[src/rtl/tournament_predictor_param.sv]
// rtl/tournament_predictor_param.sv - parametrised tournament branch-direction predictor
//
// Purpose: combines a per-branch local-history predictor, a gshare-style
// global predictor and a chooser table. It produces a registered prediction
// one cycle after a request. It trains on resolved branches. A branch is
// treated as taken when its effective address is below its PC (a backward
// branch).
//
// Optional feature: define TP_STATS_EN to add the saturating statistics
// outputs stat_upd_o / stat_mispred_o.
//
// Ports:
//   clk            in   clock, rising edge
//   rst_n          in   asynchronous active-low reset
//   pred_valid_i   in   prediction request
//   pred_pc_i      in   PC of branch to predict
//   pred_valid_o   out  registered pred_valid_i
//   pred_taken_o   out  predicted direction (1 = taken), held between requests
//   pred_src_o     out  0 = local component used, 1 = global component used
//   upd_valid_i    in   resolved branch update
//   upd_pc_i       in   PC of resolved branch
//   upd_target_i   in   effective address of resolved branch
//   stat_upd_o     out  (TP_STATS_EN) number of update cycles
//   stat_mispred_o out  (TP_STATS_EN) updates whose recomputed prediction was wrong
module tournament_predictor_param #(
  parameter int PC_W      = 5,
  parameter int LHT_IDX_W = 3,
  parameter int LHIST_W   = 4,
  parameter int GHIST_W   = 4,
  parameter int CTR_W     = 2
) (
  input  logic             clk,
  input  logic             rst_n,
  input  logic             pred_valid_i,
  input  logic [PC_W-1:0]  pred_pc_i,
  output logic             pred_valid_o,
  output logic             pred_taken_o,
  output logic             pred_src_o,
  input  logic             upd_valid_i,
  input  logic [PC_W-1:0]  upd_pc_i,
  input  logic [PC_W-1:0]  upd_target_i
`ifdef TP_STATS_EN
  ,
  output logic [15:0]      stat_upd_o,
  output logic [15:0]      stat_mispred_o
`endif
);

  localparam int LHT_N  = 1 << LHT_IDX_W;
  localparam int LPHT_N = 1 << LHIST_W;
  localparam int GPHT_N = 1 << GHIST_W;
  localparam logic [CTR_W-1:0] CTR_INIT = CTR_W'((1 << (CTR_W - 1)) - 1);
  localparam logic [CTR_W-1:0] CTR_MAX  = {CTR_W{1'b1}};

  logic [LHIST_W-1:0] lht  [LHT_N];
  logic [CTR_W-1:0]   lpht [LPHT_N];
  logic [CTR_W-1:0]   gpht [GPHT_N];
  logic [CTR_W-1:0]   ch   [GPHT_N];
  logic [GHIST_W-1:0] ghist;

  // Low PC bits, zero-extended when the PC is narrower than the index.
  function automatic logic [GHIST_W-1:0] pc_to_gidx(input logic [PC_W-1:0] pc);
    logic [GHIST_W-1:0] r;
    r = '0;
    for (int i = 0; i < GHIST_W && i < PC_W; i++) r[i] = pc[i];
    return r;
  endfunction

  function automatic logic [LHT_IDX_W-1:0] pc_to_lidx(input logic [PC_W-1:0] pc);
    logic [LHT_IDX_W-1:0] r;
    r = '0;
    for (int i = 0; i < LHT_IDX_W && i < PC_W; i++) r[i] = pc[i];
    return r;
  endfunction

  function automatic logic [CTR_W-1:0] ctr_step(input logic [CTR_W-1:0] c, input logic up);
    if (up) return (c == CTR_MAX) ? c : c + CTR_W'(1);
    else    return (c == '0)      ? c : c - CTR_W'(1);
  endfunction

  // Prediction path, from pre-edge state.
  logic [LHT_IDX_W-1:0] p_lidx;
  logic [LHIST_W-1:0]   p_lhist;
  logic [GHIST_W-1:0]   p_gidx;
  logic                 p_lp, p_gp, p_sel;

  always_comb begin
    p_lidx  = pc_to_lidx(pred_pc_i);
    p_lhist = lht[p_lidx];
    p_gidx  = ghist ^ pc_to_gidx(pred_pc_i);
    p_lp    = lpht[p_lhist][CTR_W-1];
    p_gp    = gpht[p_gidx][CTR_W-1];
    p_sel   = ch[ghist][CTR_W-1];
  end

  // Update path: the component predictions are recomputed from current state
  // rather than carried from the original request.
  logic [LHT_IDX_W-1:0] u_lidx;
  logic [LHIST_W-1:0]   u_lhist;
  logic [GHIST_W-1:0]   u_gidx;
  logic                 u_lp, u_gp, u_taken;

  always_comb begin
    u_taken = (upd_target_i < upd_pc_i);
    u_lidx  = pc_to_lidx(upd_pc_i);
    u_lhist = lht[u_lidx];
    u_gidx  = ghist ^ pc_to_gidx(upd_pc_i);
    u_lp    = lpht[u_lhist][CTR_W-1];
    u_gp    = gpht[u_gidx][CTR_W-1];
  end

  always_ff @(posedge clk or negedge rst_n) begin
    if (!rst_n) begin
      for (int i = 0; i < LHT_N; i++)  lht[i]  <= '0;
      for (int i = 0; i < LPHT_N; i++) lpht[i] <= CTR_INIT;
      for (int i = 0; i < GPHT_N; i++) begin
        gpht[i] <= CTR_INIT;
        ch[i]   <= CTR_INIT;
      end
      ghist        <= '0;
      pred_valid_o <= 1'b0;
      pred_taken_o <= 1'b0;
      pred_src_o   <= 1'b0;
    end else begin
      pred_valid_o <= pred_valid_i;
      if (pred_valid_i) begin
        pred_taken_o <= p_sel ? p_gp : p_lp;
        pred_src_o   <= p_sel;
      end
      if (upd_valid_i) begin
        lpht[u_lhist] <= ctr_step(lpht[u_lhist], u_taken);
        gpht[u_gidx]  <= ctr_step(gpht[u_gidx], u_taken);
        // Chooser only learns when the components disagree; up means global was right.
        if (u_lp != u_gp) ch[ghist] <= ctr_step(ch[ghist], u_gp == u_taken);
        lht[u_lidx] <= {lht[u_lidx][LHIST_W-2:0], u_taken};
        ghist       <= {ghist[GHIST_W-2:0], u_taken};
      end
    end
  end

`ifdef TP_STATS_EN
  logic u_tour;
  assign u_tour = ch[ghist][CTR_W-1] ? u_gp : u_lp;

  always_ff @(posedge clk or negedge rst_n) begin
    if (!rst_n) begin
      stat_upd_o     <= '0;
      stat_mispred_o <= '0;
    end else if (upd_valid_i) begin
      if (stat_upd_o != 16'hFFFF) stat_upd_o <= stat_upd_o + 16'd1;
      if (u_tour != u_taken && stat_mispred_o != 16'hFFFF)
        stat_mispred_o <= stat_mispred_o + 16'd1;
    end
  end
`endif

endmodule

[config.mk]
export PLATFORM = sky130hd
export DESIGN_NAME = tournament_predictor_param
export DESIGN_NICKNAME = d
export VERILOG_FILES = /design/src/rtl/tournament_predictor_param.sv
export SDC_FILE = /design/constraint.sdc
export NUM_CORES = 1
export LEC_CHECK = 0
export CORE_MARGIN = 4
export CORE_UTILIZATION = 35
export DETAILED_ROUTE_END_ITERATION = 16
export GPL_ROUTABILITY_DRIVEN = 0
export PLACE_DENSITY_LB_ADDON = 0.05
export SETUP_SLACK_MARGIN = 0.4
export SYNTH_ARGS = -nofsm -noshare
export SYNTH_HDL_FRONTEND = slang
export SYNTH_SLANG_ARGS = --single-unit
[constraint.sdc]
create_clock -name clk -period 3.7 [get_ports clk]
set_input_delay 0.74 -clock clk [delete_from_list [all_inputs] [get_ports clk]]
set_output_delay 0.74 -clock clk [all_outputs]
set_load 0.01 [all_outputs]
==> run summary <==
Run status: complete, no violations
Syn. warnings: 0
Synth unique cells: 52
Top cell by count, worst path: mux4_2
H-tree depth: 4
Clk sink count: 135
Mapped Avg Cell Area: 12.1 um2
Starting density of the core: 0.360
Leakage: 4.07 nW
Cell area after synthesis: 0.00767 mm2
Final nets: 744
Final setup fails: 0
Worst setup SP type: input pin
Crit path arrival time: 3490 ps
Final HPWL DP: 13.8 mm
CP required: 4010 ps
Vias per inst: 5.28
Critical Path End Type: flip-flop
I/O pins: 22
Commonest non-fill, non-tap cell in the layout: mux2_2
Chip width: 156 um
Most used DFF post-synth: dfrtp_1
DRT Pass-1 Iters: 4
Sequential-to-total area share from yosys stat: 0.448
Area added between synthesis and finish: 27.3%
Post-synth EDFFs: 0
Max Cap Viol: 0
CTS buffer count: 17
CTS tree: done
First-pass GRT wire length: 32.4 mm
Cell total after placement: 959
Upper clock frequency limit: 314 MHz
Slowest stage cell, crit path: mux4_2
Final WL: 19.6 mm
#FFs+latches synth: 135
CP max stage delay: 590 ps
DIE AREA: 0.0244 mm2
Worst path bufs/invs: 2
Crit share post-route: 0.860
Die Y-Extent: 156 um
Min cycle time layout: 3180 ps
I/O Buffers: 20
Worst-path maximum fanout: 6
Post-DRT Antenna Nets: 0
All-Layer GR Usage: 0.171
Mapped Cells: 633
Most frequent cells in the layout: mux2_2, dfrtp_1, buf_4
Grt ovf: 0
Syn_nets: 656
Crit path cell chain: buf_6, buf_12, xor2_4, mux4_2, mux4_2, or4_4, mux2i_4, mux2_4
Vias in the first global route: 5666
Clk_skew: 9.79 ps
CP delay by family, top: multiplexers
Maximum VDD drop: 0.334 mV
DRC: 0
Synth async-reset ratio: 1.00
RSZ-0062 raised after global routing: false
Row cnt: 53
Uppermost layer routed: met4
Share of post-route cells with drive strength above 1: 0.505
Final Max Slew Viols: 0
Initial antenna violation count: 0
Non-filler instance count after layout: 1009
Pwr Density: 748 mW/mm2
Clock Latency Late Sink: 430 ps
Met3 Routed Length: 519 um
Critical path class: input pin to flip-flop
Starting DRT DRC Count: 200
Hold Path Class: input pin to async pin
Antenna cells: 0
Clk root buf: clkbuf_16
Via count: 5330
Max_slew headroom: 0.556
Hold Violations, Final: 0
Clock buffer depth: 2
Core area: 0.0213 mm2
Worst-margin pin slew: 662 ps
DR WL/cell: 19.5 um
Metal2 WL: 9.75 mm
Pin count of the biggest net entering global routing: 60
Fin Setup TNS: 0 ps
Worst-path clk slew: 60 ps
WL met1: 9.19 mm
[final timing paths]
path | startpoint | end | slack (ps) | cells after the start
min in group clk | lht[6] | lht[6] | 500 | 2
worst max register to register | ghist[0] | ch[1] | 590 | 6
worst min-delay path | rst_n | lpht[7] | 250 | 1
max in group asynchronous | rst_n | gpht[18] | 2640 | 2
worst min register to register | lht[6] | lht[6] | 500 | 2
worst max-delay path | upd_pc_i[0] | ch[1] | 520 | 8
[report_power, final]
| group | switching [W] | internal, W |
|---|---|---|
| registers | 0.000347 | 0.00217 |
| clock network | 0.000741 | 0.000954 |
| logic | 0.00146 | 0.00162 |
| total | 0.00255 | 0.00475 |
[registers in the layout, indices dropped and copies added (netlist names)]
register,cells
ghist,4
lpht,32
lht,32
ch,32
gpht,32
pred_valid_o,1
pred_taken_o,1
pred_src_o,1
[per-layer routing]
metal  vias up  global-route usage
li1       2525                   -
met1      2720               0.237
met2        72               0.281
met3        13              0.0333
met4         0              0.0354
met5         -                   0
[cell usage after synthesis (5+ instances only)]
cell | instances | share of area
mux2_2 | 115 | 0.17
dfrtp_1 | 87 | 0.28
nand2_1 | 50 | 0.024
dfstp_2 | 48 | 0.16
mux2i_1 | 43 | 0.056
nor2_1 | 41 | 0.020
mux4_2 | 34 | 0.10
a21oi_1 | 29 | 0.019
clkbuf_1 | 21 | 0.010
o21ai_0 | 15 | 0.0098
nand4_1 | 13 | 0.011
nor3_1 | 13 | 0.0085
and3_1 | 10 | 0.0082
inv_1 | 9 | 0.0044
nand3_1 | 9 | 0.0059
nor4_1 | 9 | 0.0073
buf_6 | 7 | 0.010
nand2b_1 | 6 | 0.0049
and2_1 | 5 | 0.0041
buf_2 | 5 | 0.0033
mux2_1 | 5 | 0.0073
xor2_1 | 5 | 0.0057
[timing repair]
| action | CTS | global route |
|---|---|---|
| gates resized for setup | 40 | 28 |
| buffers inserted | 12 | 4 |
| hold buffers | 0 | 0 |
| cloned | 2 | 0 |
| pin swaps | 10 | 10 |
| setup endpoints to repair | 96 | 96 |
[kinds of logic (layout without fill, tap and decap cells)]
family          count (synthesis)  in the layout  synth area share
fa+ha+maj                       8              9            0.0121
flops                         135            135             0.448
mux                           199            199             0.338
simple gates                  169            169             0.105
xor+xnor                       11             11            0.0160
compound gates                 57             57            0.0442
buf+inv                        54            154            0.0360
[metrics by stage]
step | power (W) | utilization | hold slack (ps) | area (um2) | worst slack (ps)
global route | 0.00775 | 0.459 | 278 | 9760 | 402
CTS | 0.00732 | 0.453 | 255 | 9650 | 408
detailed placement | 0.00535 | 0.411 | 475 | 8750 | -406
finish | 0.00730 | 0.459 | 246 | 9760 | 518
global placement | 0.00528 | 0.411 | 474 | 8750 | -404
floorplan | 0.00441 | - | 444 | 7840 | 262
[area by class of cell]
cell class / count / area [um2]
fillers: 1958 / 11500
inverters: 14 / 56.3
repair buffers: 108 / 1020
flip-flops and latches: 135 / 3440
clock inverters: 15 / 156
well taps: 275 / 344
clock buffers: 17 / 425
multi-input cells: 445 / 4320
No activity file was read; power rests on OpenSTA's default activity.
